**config.mk**
```make
export PLATFORM = sky130hd
export DESIGN_NAME = id_ex_execute_flat
export DESIGN_NICKNAME = d
export VERILOG_FILES = /design/src/rtl/id_ex_execute_if.sv /design/src/rtl/id_ex_execute.sv /design/src/flat_wrapper.sv
export SDC_FILE = /design/constraint.sdc
export NUM_CORES = 1
export LEC_CHECK = 0
export ABC_CLOCK_PERIOD_IN_PS = 18800
export CORE_MARGIN = 10
export CORE_UTILIZATION = 35
export DETAILED_ROUTE_END_ITERATION = 16
export MAX_ROUTING_LAYER = met4
export PLACE_DENSITY = 0.53
export SLEW_MARGIN = 20
export SYNTH_ARGS = -nofsm -noshare
export SYNTH_HDL_FRONTEND = slang
export SYNTH_SLANG_ARGS = --single-unit
```
**constraint.sdc**
```tcl
create_clock -name clk -period 18.8 [get_ports clk]
set_input_delay 2.82 -clock clk [delete_from_list [all_inputs] [get_ports clk]]
set_output_delay 2.82 -clock clk [all_outputs]
set_load 0.05 [all_outputs]
```
**src/rtl/id_ex_execute_if.sv**
```systemverilog
// Bundle of the ID/EX boundary and execute-stage signals.
// The master side is the decode/hazard/forwarding logic, the slave side is the EX stage.
interface id_ex_execute_if #(
    parameter int XLEN    = 32,
    parameter int REGADDR = 5
);
    // hazard control
    logic               stall;
    logic               flush;
    // decoded instruction from ID
    logic               valid_d;
    logic [3:0]         alucontrol_d;
    logic               alusrc_d;
    logic               branch_d;
    logic               jump_d;
    logic               jalr_d;
    logic               regwrite_d;
    logic [2:0]         funct3_d;
    logic [XLEN-1:0]    rd1_d;
    logic [XLEN-1:0]    rd2_d;
    logic [XLEN-1:0]    immext_d;
    logic [XLEN-1:0]    pc_d;
    logic [REGADDR-1:0] rd_d;
    // forwarding
    logic [1:0]         forward_a_e;
    logic [1:0]         forward_b_e;
    logic [XLEN-1:0]    result_w;
    logic [XLEN-1:0]    aluresult_m;
    // execute results
    logic               valid_e;
    logic [XLEN-1:0]    aluresult_e;
    logic               zero_e;
    logic               pcsrc_e;
    logic [XLEN-1:0]    pctarget_e;
    logic [XLEN-1:0]    writedata_e;
    logic [REGADDR-1:0] rd_e;
    logic               regwrite_e;
    logic               illegal_e;

    modport master (
        output stall, flush, valid_d, alucontrol_d, alusrc_d, branch_d, jump_d, jalr_d,
               regwrite_d, funct3_d, rd1_d, rd2_d, immext_d, pc_d, rd_d,
               forward_a_e, forward_b_e, result_w, aluresult_m,
        input  valid_e, aluresult_e, zero_e, pcsrc_e, pctarget_e, writedata_e, rd_e,
               regwrite_e, illegal_e
    );

    modport slave (
        input  stall, flush, valid_d, alucontrol_d, alusrc_d, branch_d, jump_d, jalr_d,
               regwrite_d, funct3_d, rd1_d, rd2_d, immext_d, pc_d, rd_d,
               forward_a_e, forward_b_e, result_w, aluresult_m,
        output valid_e, aluresult_e, zero_e, pcsrc_e, pctarget_e, writedata_e, rd_e,
               regwrite_e, illegal_e
    );
endinterface

```
**src/rtl/id_ex_execute.sv**
```systemverilog
// ID/EX pipeline register followed by the execute stage: forwarding muxes,
// ALU and branch/jump resolution. Flush loads a bubble, stall holds the slot.
// No handshake: the slot is qualified by valid_e, and every side effect
// (redirect, register write, illegal flag) is gated by it.
module id_ex_execute #(
    parameter int XLEN    = 32,
    parameter int REGADDR = 5
) (
    input logic             clk,
    input logic             rst_n,
    id_ex_execute_if.slave  bus
);

    logic               valid_q;
    logic [3:0]         alucontrol_q;
    logic               alusrc_q;
    logic               branch_q;
    logic               jump_q;
    logic               jalr_q;
    logic               regwrite_q;
    logic [2:0]         funct3_q;
    logic [XLEN-1:0]    rd1_q;
    logic [XLEN-1:0]    rd2_q;
    logic [XLEN-1:0]    immext_q;
    logic [XLEN-1:0]    pc_q;
    logic [REGADDR-1:0] rd_q;

    logic [XLEN-1:0]    src_a;
    logic [XLEN-1:0]    fwd_b;
    logic [XLEN-1:0]    src_b;
    logic [XLEN-1:0]    alu_y;
    logic [XLEN-1:0]    target_sum;
    logic [4:0]         shamt;
    logic               alu_zero;
    logic               cond;
    logic               illegal_op;

    // ID/EX register: flush beats stall beats load; flush clears only control bits
    always_ff @(posedge clk or negedge rst_n) begin
        if (!rst_n) begin
            valid_q      <= 1'b0;
            alucontrol_q <= '0;
            alusrc_q     <= 1'b0;
            branch_q     <= 1'b0;
            jump_q       <= 1'b0;
            jalr_q       <= 1'b0;
            regwrite_q   <= 1'b0;
            funct3_q     <= '0;
            rd1_q        <= '0;
            rd2_q        <= '0;
            immext_q     <= '0;
            pc_q         <= '0;
            rd_q         <= '0;
        end else if (bus.flush) begin
            valid_q    <= 1'b0;
            regwrite_q <= 1'b0;
            branch_q   <= 1'b0;
            jump_q     <= 1'b0;
        end else if (!bus.stall) begin
            valid_q      <= bus.valid_d;
            alucontrol_q <= bus.alucontrol_d;
            alusrc_q     <= bus.alusrc_d;
            branch_q     <= bus.branch_d;
            jump_q       <= bus.jump_d;
            jalr_q       <= bus.jalr_d;
            regwrite_q   <= bus.regwrite_d;
            funct3_q     <= bus.funct3_d;
            rd1_q        <= bus.rd1_d;
            rd2_q        <= bus.rd2_d;
            immext_q     <= bus.immext_d;
            pc_q         <= bus.pc_d;
            rd_q         <= bus.rd_d;
        end
    end

    // Forwarding muxes; select 11 falls back to the register-file value
    always_comb begin
        src_a = rd1_q;
        fwd_b = rd2_q;
        case (bus.forward_a_e)
            2'b01:   src_a = bus.result_w;
            2'b10:   src_a = bus.aluresult_m;
            default: src_a = rd1_q;
        endcase
        case (bus.forward_b_e)
            2'b01:   fwd_b = bus.result_w;
            2'b10:   fwd_b = bus.aluresult_m;
            default: fwd_b = rd2_q;
        endcase
        src_b = alusrc_q ? immext_q : fwd_b;
    end

    assign shamt = src_b[4:0];

    // ALU; the reserved encodings 1010..1111 produce zero
    always_comb begin
        alu_y      = '0;
        illegal_op = 1'b0;
        case (alucontrol_q)
            4'b0000: alu_y = src_a + src_b;
            4'b0001: alu_y = src_a - src_b;
            4'b0010: alu_y = src_a << shamt;
            4'b0011: alu_y = {{(XLEN-1){1'b0}}, ($signed(src_a) < $signed(src_b))};
            4'b0100: alu_y = {{(XLEN-1){1'b0}}, (src_a < src_b)};
            4'b0101: alu_y = src_a ^ src_b;
            4'b0110: alu_y = src_a >> shamt;
            4'b0111: alu_y = $unsigned($signed(src_a) >>> shamt);
            4'b1000: alu_y = src_a | src_b;
            4'b1001: alu_y = src_a & src_b;
            default: begin
                alu_y      = '0;
                illegal_op = 1'b1;
            end
        endcase
    end

    assign alu_zero = (alu_y == '0);

    // Branch condition: blt/bltu rely on the ALU doing slt/sltu, so a nonzero result means taken
    always_comb begin
        cond = 1'b0;
        case (funct3_q)
            3'b000:  cond = alu_zero;
            3'b001:  cond = !alu_zero;
            3'b100:  cond = !alu_zero;
            3'b110:  cond = !alu_zero;
            3'b101:  cond = alu_zero;
            3'b111:  cond = alu_zero;
            default: cond = 1'b0;
        endcase
    end

    assign target_sum = (jalr_q ? src_a : pc_q) + immext_q;

    assign bus.valid_e     = valid_q;
    assign bus.aluresult_e = alu_y;
    assign bus.zero_e      = alu_zero;
    assign bus.pctarget_e  = jalr_q ? {target_sum[XLEN-1:1], 1'b0} : target_sum;
    assign bus.pcsrc_e     = valid_q & (jump_q | (branch_q & cond));
    assign bus.writedata_e = fwd_b;
    assign bus.rd_e        = rd_q;
    assign bus.regwrite_e  = regwrite_q & valid_q;
    assign bus.illegal_e   = valid_q & illegal_op;

endmodule
```
**src/flat_wrapper.sv**
```systemverilog
// flat-port wrapper written by rule: the top's interface ports become plain ports
module id_ex_execute_flat 
#(
    parameter int XLEN    = 32,
    parameter int REGADDR = 5
)
  (clk, rst_n, bus_stall, bus_flush, bus_valid_d, bus_alucontrol_d, bus_alusrc_d, bus_branch_d, bus_jump_d, bus_jalr_d, bus_regwrite_d, bus_funct3_d, bus_rd1_d, bus_rd2_d, bus_immext_d, bus_pc_d, bus_rd_d, bus_forward_a_e, bus_forward_b_e, bus_result_w, bus_aluresult_m, bus_valid_e, bus_aluresult_e, bus_zero_e, bus_pcsrc_e, bus_pctarget_e, bus_writedata_e, bus_rd_e, bus_regwrite_e, bus_illegal_e);
  id_ex_execute_if #(.XLEN(XLEN), .REGADDR(REGADDR)) bus_i ();
  input logic clk;
  input logic rst_n;
  input wire logic [$bits(bus_i.stall)-1:0] bus_stall;
  input wire logic [$bits(bus_i.flush)-1:0] bus_flush;
  input wire logic [$bits(bus_i.valid_d)-1:0] bus_valid_d;
  input wire logic [$bits(bus_i.alucontrol_d)-1:0] bus_alucontrol_d;
  input wire logic [$bits(bus_i.alusrc_d)-1:0] bus_alusrc_d;
  input wire logic [$bits(bus_i.branch_d)-1:0] bus_branch_d;
  input wire logic [$bits(bus_i.jump_d)-1:0] bus_jump_d;
  input wire logic [$bits(bus_i.jalr_d)-1:0] bus_jalr_d;
  input wire logic [$bits(bus_i.regwrite_d)-1:0] bus_regwrite_d;
  input wire logic [$bits(bus_i.funct3_d)-1:0] bus_funct3_d;
  input wire logic [$bits(bus_i.rd1_d)-1:0] bus_rd1_d;
  input wire logic [$bits(bus_i.rd2_d)-1:0] bus_rd2_d;
  input wire logic [$bits(bus_i.immext_d)-1:0] bus_immext_d;
  input wire logic [$bits(bus_i.pc_d)-1:0] bus_pc_d;
  input wire logic [$bits(bus_i.rd_d)-1:0] bus_rd_d;
  input wire logic [$bits(bus_i.forward_a_e)-1:0] bus_forward_a_e;
  input wire logic [$bits(bus_i.forward_b_e)-1:0] bus_forward_b_e;
  input wire logic [$bits(bus_i.result_w)-1:0] bus_result_w;
  input wire logic [$bits(bus_i.aluresult_m)-1:0] bus_aluresult_m;
  output wire logic [$bits(bus_i.valid_e)-1:0] bus_valid_e;
  output wire logic [$bits(bus_i.aluresult_e)-1:0] bus_aluresult_e;
  output wire logic [$bits(bus_i.zero_e)-1:0] bus_zero_e;
  output wire logic [$bits(bus_i.pcsrc_e)-1:0] bus_pcsrc_e;
  output wire logic [$bits(bus_i.pctarget_e)-1:0] bus_pctarget_e;
  output wire logic [$bits(bus_i.writedata_e)-1:0] bus_writedata_e;
  output wire logic [$bits(bus_i.rd_e)-1:0] bus_rd_e;
  output wire logic [$bits(bus_i.regwrite_e)-1:0] bus_regwrite_e;
  output wire logic [$bits(bus_i.illegal_e)-1:0] bus_illegal_e;
  assign bus_i.stall = bus_stall;
  assign bus_i.flush = bus_flush;
  assign bus_i.valid_d = bus_valid_d;
  assign bus_i.alucontrol_d = bus_alucontrol_d;
  assign bus_i.alusrc_d = bus_alusrc_d;
  assign bus_i.branch_d = bus_branch_d;
  assign bus_i.jump_d = bus_jump_d;
  assign bus_i.jalr_d = bus_jalr_d;
  assign bus_i.regwrite_d = bus_regwrite_d;
  assign bus_i.funct3_d = bus_funct3_d;
  assign bus_i.rd1_d = bus_rd1_d;
  assign bus_i.rd2_d = bus_rd2_d;
  assign bus_i.immext_d = bus_immext_d;
  assign bus_i.pc_d = bus_pc_d;
  assign bus_i.rd_d = bus_rd_d;
  assign bus_i.forward_a_e = bus_forward_a_e;
  assign bus_i.forward_b_e = bus_forward_b_e;
  assign bus_i.result_w = bus_result_w;
  assign bus_i.aluresult_m = bus_aluresult_m;
  assign bus_valid_e = bus_i.valid_e;
  assign bus_aluresult_e = bus_i.aluresult_e;
  assign bus_zero_e = bus_i.zero_e;
  assign bus_pcsrc_e = bus_i.pcsrc_e;
  assign bus_pctarget_e = bus_i.pctarget_e;
  assign bus_writedata_e = bus_i.writedata_e;
  assign bus_rd_e = bus_i.rd_e;
  assign bus_regwrite_e = bus_i.regwrite_e;
  assign bus_illegal_e = bus_i.illegal_e;
  id_ex_execute #(.XLEN(XLEN), .REGADDR(REGADDR)) u_core (.clk(clk), .rst_n(rst_n), .bus(bus_i));
endmodule
```
### Word-level counts from Yosys, hierarchy flattened

Index checks and enable logic that the tools add are counted.

| operators by class | value |
|---|---|
| $add $sub $neg | 3 |
| magnitude comparators | 2 |
| eq/ne operators | 19 |
| shifts and indexed selects | 3 |
| multiplexer cells | 16 |
| bitwise operators | 10 |
| reduce and logical (&&, ||, !) cells | 8 |

Operator list:

| operator | count |
|---|---|
| 32-bit one-hot mux with 10 select lines | 1 |
| 32-bit one-hot mux with 2 select lines | 2 |
| 32-bit adder | 2 |
| 32-bit less-than comparator | 2 |
| 32-bit two-way mux | 2 |
| 32-bit bitwise AND | 1 |
| 32-bit zero test | 1 |
| 32-bit bitwise OR | 1 |
| 32-bit by 5-bit left shift with 32-bit output | 1 |
| 32-bit by 5-bit right shift with 32-bit output | 1 |
| 32-bit by 5-bit >>> shifter with 32-bit output | 1 |
| 32-bit subtractor | 1 |
| 32-bit XOR | 1 |
| 4-bit by 3-bit == test with 1-bit output, second input constant | 4 |
| 3-bit == test, second input constant | 4 |
| 1-bit two-way mux | 10 |
| 10-bit OR reduction | 1 |
| 4-bit by 2-bit == test with 1-bit output, second input constant | 2 |
| 4-bit == test, second input constant | 2 |
| 3-bit OR reduction | 2 |
| 1-bit bitwise AND | 4 |
| 2-bit by 1-bit == test with 1-bit output, second input constant | 2 |
| 2-bit == test, second input constant | 2 |
| 4-bit by 1-bit == test with 1-bit output, second input constant | 1 |
| 9 further kinds | 10 |

| word-level totals | value |
|---|---|
| flip-flop bits (word level) | 146 |
| output and inout port bits | 106 |
| word-level logic and storage cells | 74 |

### Logic depth before layout (Yosys ltp)

| logic depth | value |
|---|---|
| depth in word-level cells | 11 |
| mapped depth | 27 |

### Worst setup path after synthesis

Ideal clock, no wire load.

| timing path | value |
|---|---|
| path type | in2out |
| from | input bus_forward_b_e[0] |
| to | output bus_pcsrc_e |
| arrival | 9848 ps |
| required time | 15980 ps |
| path slack | 6132 ps |
| stages | 24 |
| buffers on the path | 6 |
| cells stage by stage | inv_1 > ha_1 > buf_6 > or2_1 > buf_4 > o221ai_1 > clkbuf_1 > buf_2 > buf_1 > clkbuf_1 > ha_1 > and3b_1 > a221oi_2 > o211ai_1 > a21oi_1 > nor3_1 > a211oi_1 > o2111ai_1 > or4_1 > nor4_1 > nand4_1 > or4_1 > or4_4 > o2111ai_1 |

| between the ends | value |
|---|---|
| word-level cells in the longest chain between the ends | 11 |
| elaborated cells between the ends (all ways) | 21 |
| those cells by class | add/sub (2); order compare (2); eq/ne (2); shift (3); mux (4); bitwise (6); reduce/logical (2) |

Ends and longest elaborated chain:

| item | line | text |
|---|---|---|
| start: declaration | flat_wrapper.sv:27 | `input wire logic [$bits(bus_i.forward_b_e)-1:0] bus_forward_b_e;` |
| 2-bit == test or 2-bit by 1-bit == test with 1-bit output (tied branches) | id_ex_execute.sv:85 | `case (bus.forward_b_e)` |
| 32-bit one-hot mux with 2 select lines (*) | id_ex_execute.sv:85 |  |
| 32-bit two-way mux (*) | id_ex_execute.sv:90 | `src_b = alusrc_q ? immext_q : fwd_b;` |
| 32-bit subtractor, or another cell as far along | id_ex_execute.sv:101 | `4'b0001: alu_y = src_a - src_b;` |
| 32-bit one-hot mux with 10 select lines (*) | id_ex_execute.sv:99 | `case (alucontrol_q)` |
| named net bus_aluresult_e[10] | flat_wrapper.sv:31 | `output wire logic [$bits(bus_i.aluresult_e)-1:0] bus_aluresult_e;` |
| 32-bit zero test (*) | id_ex_execute.sv:117 | `assign alu_zero = (alu_y == '0);` |
| 1-bit zero test | id_ex_execute.sv:124, id_ex_execute.sv:125, id_ex_execute.sv:126 |  |
| 1-bit one-hot mux with 2 select lines (*) | id_ex_execute.sv:122 | `case (funct3_q)` |
| 1-bit bitwise AND (*) | id_ex_execute.sv:139 | `assign bus.pcsrc_e = valid_q & (jump_q \| (branch_q & cond));` |
| 1-bit bitwise OR (*) | id_ex_execute.sv:139 |  |
| 1-bit bitwise AND (*) | id_ex_execute.sv:139 |  |
| end: declaration | flat_wrapper.sv:33 | `output wire logic [$bits(bus_i.pcsrc_e)-1:0] bus_pcsrc_e;` |

Mark *: on every way through the listed nets, which the timed path passes. The rest lies on a longest branch.

### Final worst setup path

| timing path | value |
|---|---|
| from | input bus_forward_b_e[0] |
| to | output bus_pcsrc_e |

| between the ends | value |
|---|---|
| word-level cells in the longest chain between the ends | 11 |
| elaborated cells between the ends (all ways) | 21 |
| those cells by class | add/sub (2); order compare (2); eq/ne (2); shift (3); mux (4); bitwise (6); reduce/logical (2) |

Ends and longest elaborated chain:

| item | line |
|---|---|
| 2-bit == test or 2-bit by 1-bit == test with 1-bit output (tied branches) | id_ex_execute.sv:85 |
| 32-bit one-hot mux with 2 select lines (*) | id_ex_execute.sv:85 |
| 32-bit two-way mux (*) | id_ex_execute.sv:90 |
| 32-bit subtractor, or another cell as far along | id_ex_execute.sv:101 |
| 32-bit one-hot mux with 10 select lines (*) | id_ex_execute.sv:99 |
| 32-bit zero test (*) | id_ex_execute.sv:117 |
| 1-bit zero test | id_ex_execute.sv:124, id_ex_execute.sv:125, id_ex_execute.sv:126 |
| 1-bit one-hot mux with 2 select lines (*) | id_ex_execute.sv:122 |
| 1-bit bitwise AND (*) | id_ex_execute.sv:139 |
| 1-bit bitwise OR (*) | id_ex_execute.sv:139 |
| 1-bit bitwise AND (*) | id_ex_execute.sv:139 |

Mark *: on every way between the ends. The rest lies on a longest branch, timed or not.

==> results.json <==
{
  "max_stage_delay_ns": 0.95,
  "ant_nets": 0,
  "final_util": 0.444,
  "remaining_drc_errors": 0,
  "cts_tree": "built",
  "rsz0062_at_grt": "no",
  "num_rows": 83,
  "synthDistinctLibCells": 97,
  "finalHoldViolations": 0,
  "fmax_ghz": 0.0672,
  "clkLatencyLatePin_ns": 0.48,
  "fin_ws_ns": 3.91,
  "synth-edff-count": 0,
  "report.final.slew_viol_count": 0,
  "cts_setup_buffers": 0,
  "clock_skew_ns": 0,
  "grt_remaining_overflow": 0,
  "ys_seq_area_frac": 0.201,
  "power_density_nw_per_um2": 125,
  "layout-drive-gt1-share": 0.131,
  "min_period_over_period": 0.792,
  "postSynth.asyncResetShare": 1.00,
  "final.min_clock_period_ns": 14.89,
  "crit_path_end_kind": "output port",
  "grt-busiest-layer": "met2",
  "worstPathArrival_ns": 12.07,
  "area_growth_pct": 25.5,
  "grt.met2_usage": 0.463,
  "grt_pass1_wl_um": 138000,
  "outcome": "complete, no violations",
  "crit_required_ns": 15.98,
  "synthFlopType": "dfrtp_1",
  "holdCritPathClass": "reg2reg",
  "grt_util_all_layers": 0.314,
  "holdBufCountCts": 0,
  "syn-cell-area_um2": 18100,
  "die_height_um": 248,
  "global_route.usage.met1": 0.408,
  "viasPerCell": 6.20,
  "ys_ff_latch": 146,
  "tns_ns": 0,
  "antenna_found_initial": 19,
  "cpMaxStageDelayCell": "a2111oi_0",
  "synth_fp_nets": 2634,
  "gp_congestion": 1.06,
  "h-tree-depth": 4,
  "grt_pass1_vias": 19800,
  "initial_core_util": 0.354,
  "cts-root-buf": "clkbuf_16",
  "place_hpwl_um": 75300,
  "post-place-ws_ns": 3.96,
  "ir_drop_uv": 96.2,
  "io_buffer_count": 323,
  "cts.reportedPaths.clkPinSlew_ns": 0.07,
  "setup_viol": 0,
  "clockBufferDepth": 2,
  "postSynthAreaPerCell_um2": 7.96,
  "clock_sinks": 146,
  "vias": 20100,
  "syn_inst": 2279,
  "tightest_slew_ns": 1.31,
  "dr.pass1.iters": 5,
  "core_area_um2": 51300,
  "gr-usage-met3": 0.0706,
  "dr.first_iter.drc_count": 2104,
  "die_w_um": 248,
  "nets": 2890,
  "wl_um": 95900,
  "io-pin-count": 324,
  "cp_max_fo": 63,
  "crit_type": "in2out",
  "die_area_um2": 61400,
  "cts-buffers-inserted": 17,
  "leakage_nw": 9.38,
  "startpoint_type": "input pin",
  "post_cts_resized": 0,
  "relSlewSlack": 0.130,
  "grt_max_degree": 83,
  "maxCapViolCount": 0,
  "yosys_warnings": 0,
  "wire_per_inst_um": 29.5
}
-- sequential cells by signal (all words and copies together), names as in the netlist, 3 cells and up --
| name | cells |
|---|---|
| u_core.rd1_q | 32 |
| u_core.funct3_q | 3 |
| u_core.immext_q | 32 |
| u_core.bus.rd_e | 5 |
| u_core.rd2_q | 32 |
| u_core.pc_q | 32 |
| u_core.alucontrol_q | 4 |
-- layer usage --
layer / routed length, µm / vias up
met1: 42400 / 9920
met2: 42100 / 991
met4: 3940 / 0
li1: - / 9037
met5: 0 / -
met3: 7390 / 178
-- placed cells by master (no fill, tap or decap), types with 13 or more instances in the layout --
cell	count
diode_2	20
o21a_1	13
a211oi_1	32
a31oi_1	18
nand2_1	175
or3_1	15
nand4_1	14
o211ai_1	41
o22ai_1	43
clkdlybuf4s50_1	322
o21ai_0	147
o21ai_1	28
dfrtp_1	145
nor2b_1	22
o221ai_1	14
o31ai_1	13
o21bai_1	13
buf_4	62
a21o_1	22
clkbuf_16	17
nand2b_1	22
a221oi_1	30
nor2_1	188
inv_1	137
a21oi_1	149
ha_1	132
nor3_1	49
mux2_2	188
mux2i_1	109
xnor2_1	29
nand3_1	41
a22oi_1	75
-- power breakdown --
part | leakage (nW) | total, mW | switching (mW) | internal [mW]
Clock | 0.299 | 0.365 | 0.174 | 0.191
Sequential | 1.72 | 0.393 | 0.0337 | 0.360
Combinational | 7.36 | 2.09 | 1.40 | 0.689
-- final cells by class --
class / instances / area, µm²
sequential: 146 / 3650
antenna: 20 / 50.0
inverter: 142 / 538
fill: 5268 / 28500
clock buffer: 17 / 425
clock inverter: 15 / 180
multi-input combinational: 1843 / 13400
tap: 680 / 851
timing repair buffer: 385 / 3700
-- cells in the mapped netlist, drive strengths merged, types with 55 or more instances --
library cell	n	area [µm²]
nor2	193	727
clkbuf	93	349
mux2	192	2170
a21oi	149	746
buf	55	299
mux2i	109	1090
dfrtp	146	3650
a22oi	75	563
inv	140	531
o21ai	176	885
ha	134	1680
nand2	178	681
-- kinds of logic after synthesis --
logic type | share of synthesized area
xor gates and xnor gates | 0.0174
muxes | 0.179
adders and majority gates | 0.0957
and+or+nand+nor | 0.159
buffers and inverters | 0.0654
DFF | 0.201
AOI/OAI and AO/OA | 0.282
-- final timing paths --
path | from | endpoint | slack, ns | cells after the start
worst max-delay path | bus_forward_b_e[0] | bus_pcsrc_e | 3.91 | 25
worst min-delay path | u_core.pc_q[15] | u_core.pc_q[15] | 0.51 | 1
worst max register to register | u_core.alucontrol_q[3] | u_core.alucontrol_q[3] | 17.58 | 2
worst min register to register | u_core.pc_q[15] | u_core.pc_q[15] | 0.51 | 1
max in group asynchronous | rst_n | u_core.rd2_q[15] | 14.92 | 2
min in group asynchronous | rst_n | u_core.bus.rd_e[4] | 2.38 | 1
-- critical path: cells and delay by family --
family / cells / cell delay, ns
compound gates: 8 / 3.28
buf+inv: 6 / 2.53
fa+ha+maj: 3 / 1.01
simple gates: 7 / 2.24
mux: 1 / 0.16
-- metrics by stage --
stage | cells | cell area (µm²) | power [mW] | hold slack (ns)
finish | 3248 | 22800 | 2.85 | 0.506
CTS | 3228 | 22700 | 2.82 | 0.509
global route | 3247 | 22800 | 2.98 | 0.522
detailed placement | 3196 | 22100 | 2.44 | 0.492
global placement | 3196 | 22100 | 2.44 | 0.488
floorplan | 2279 | 18100 | 1.71 | 0.472
Power figures use the tool's default switching activity.
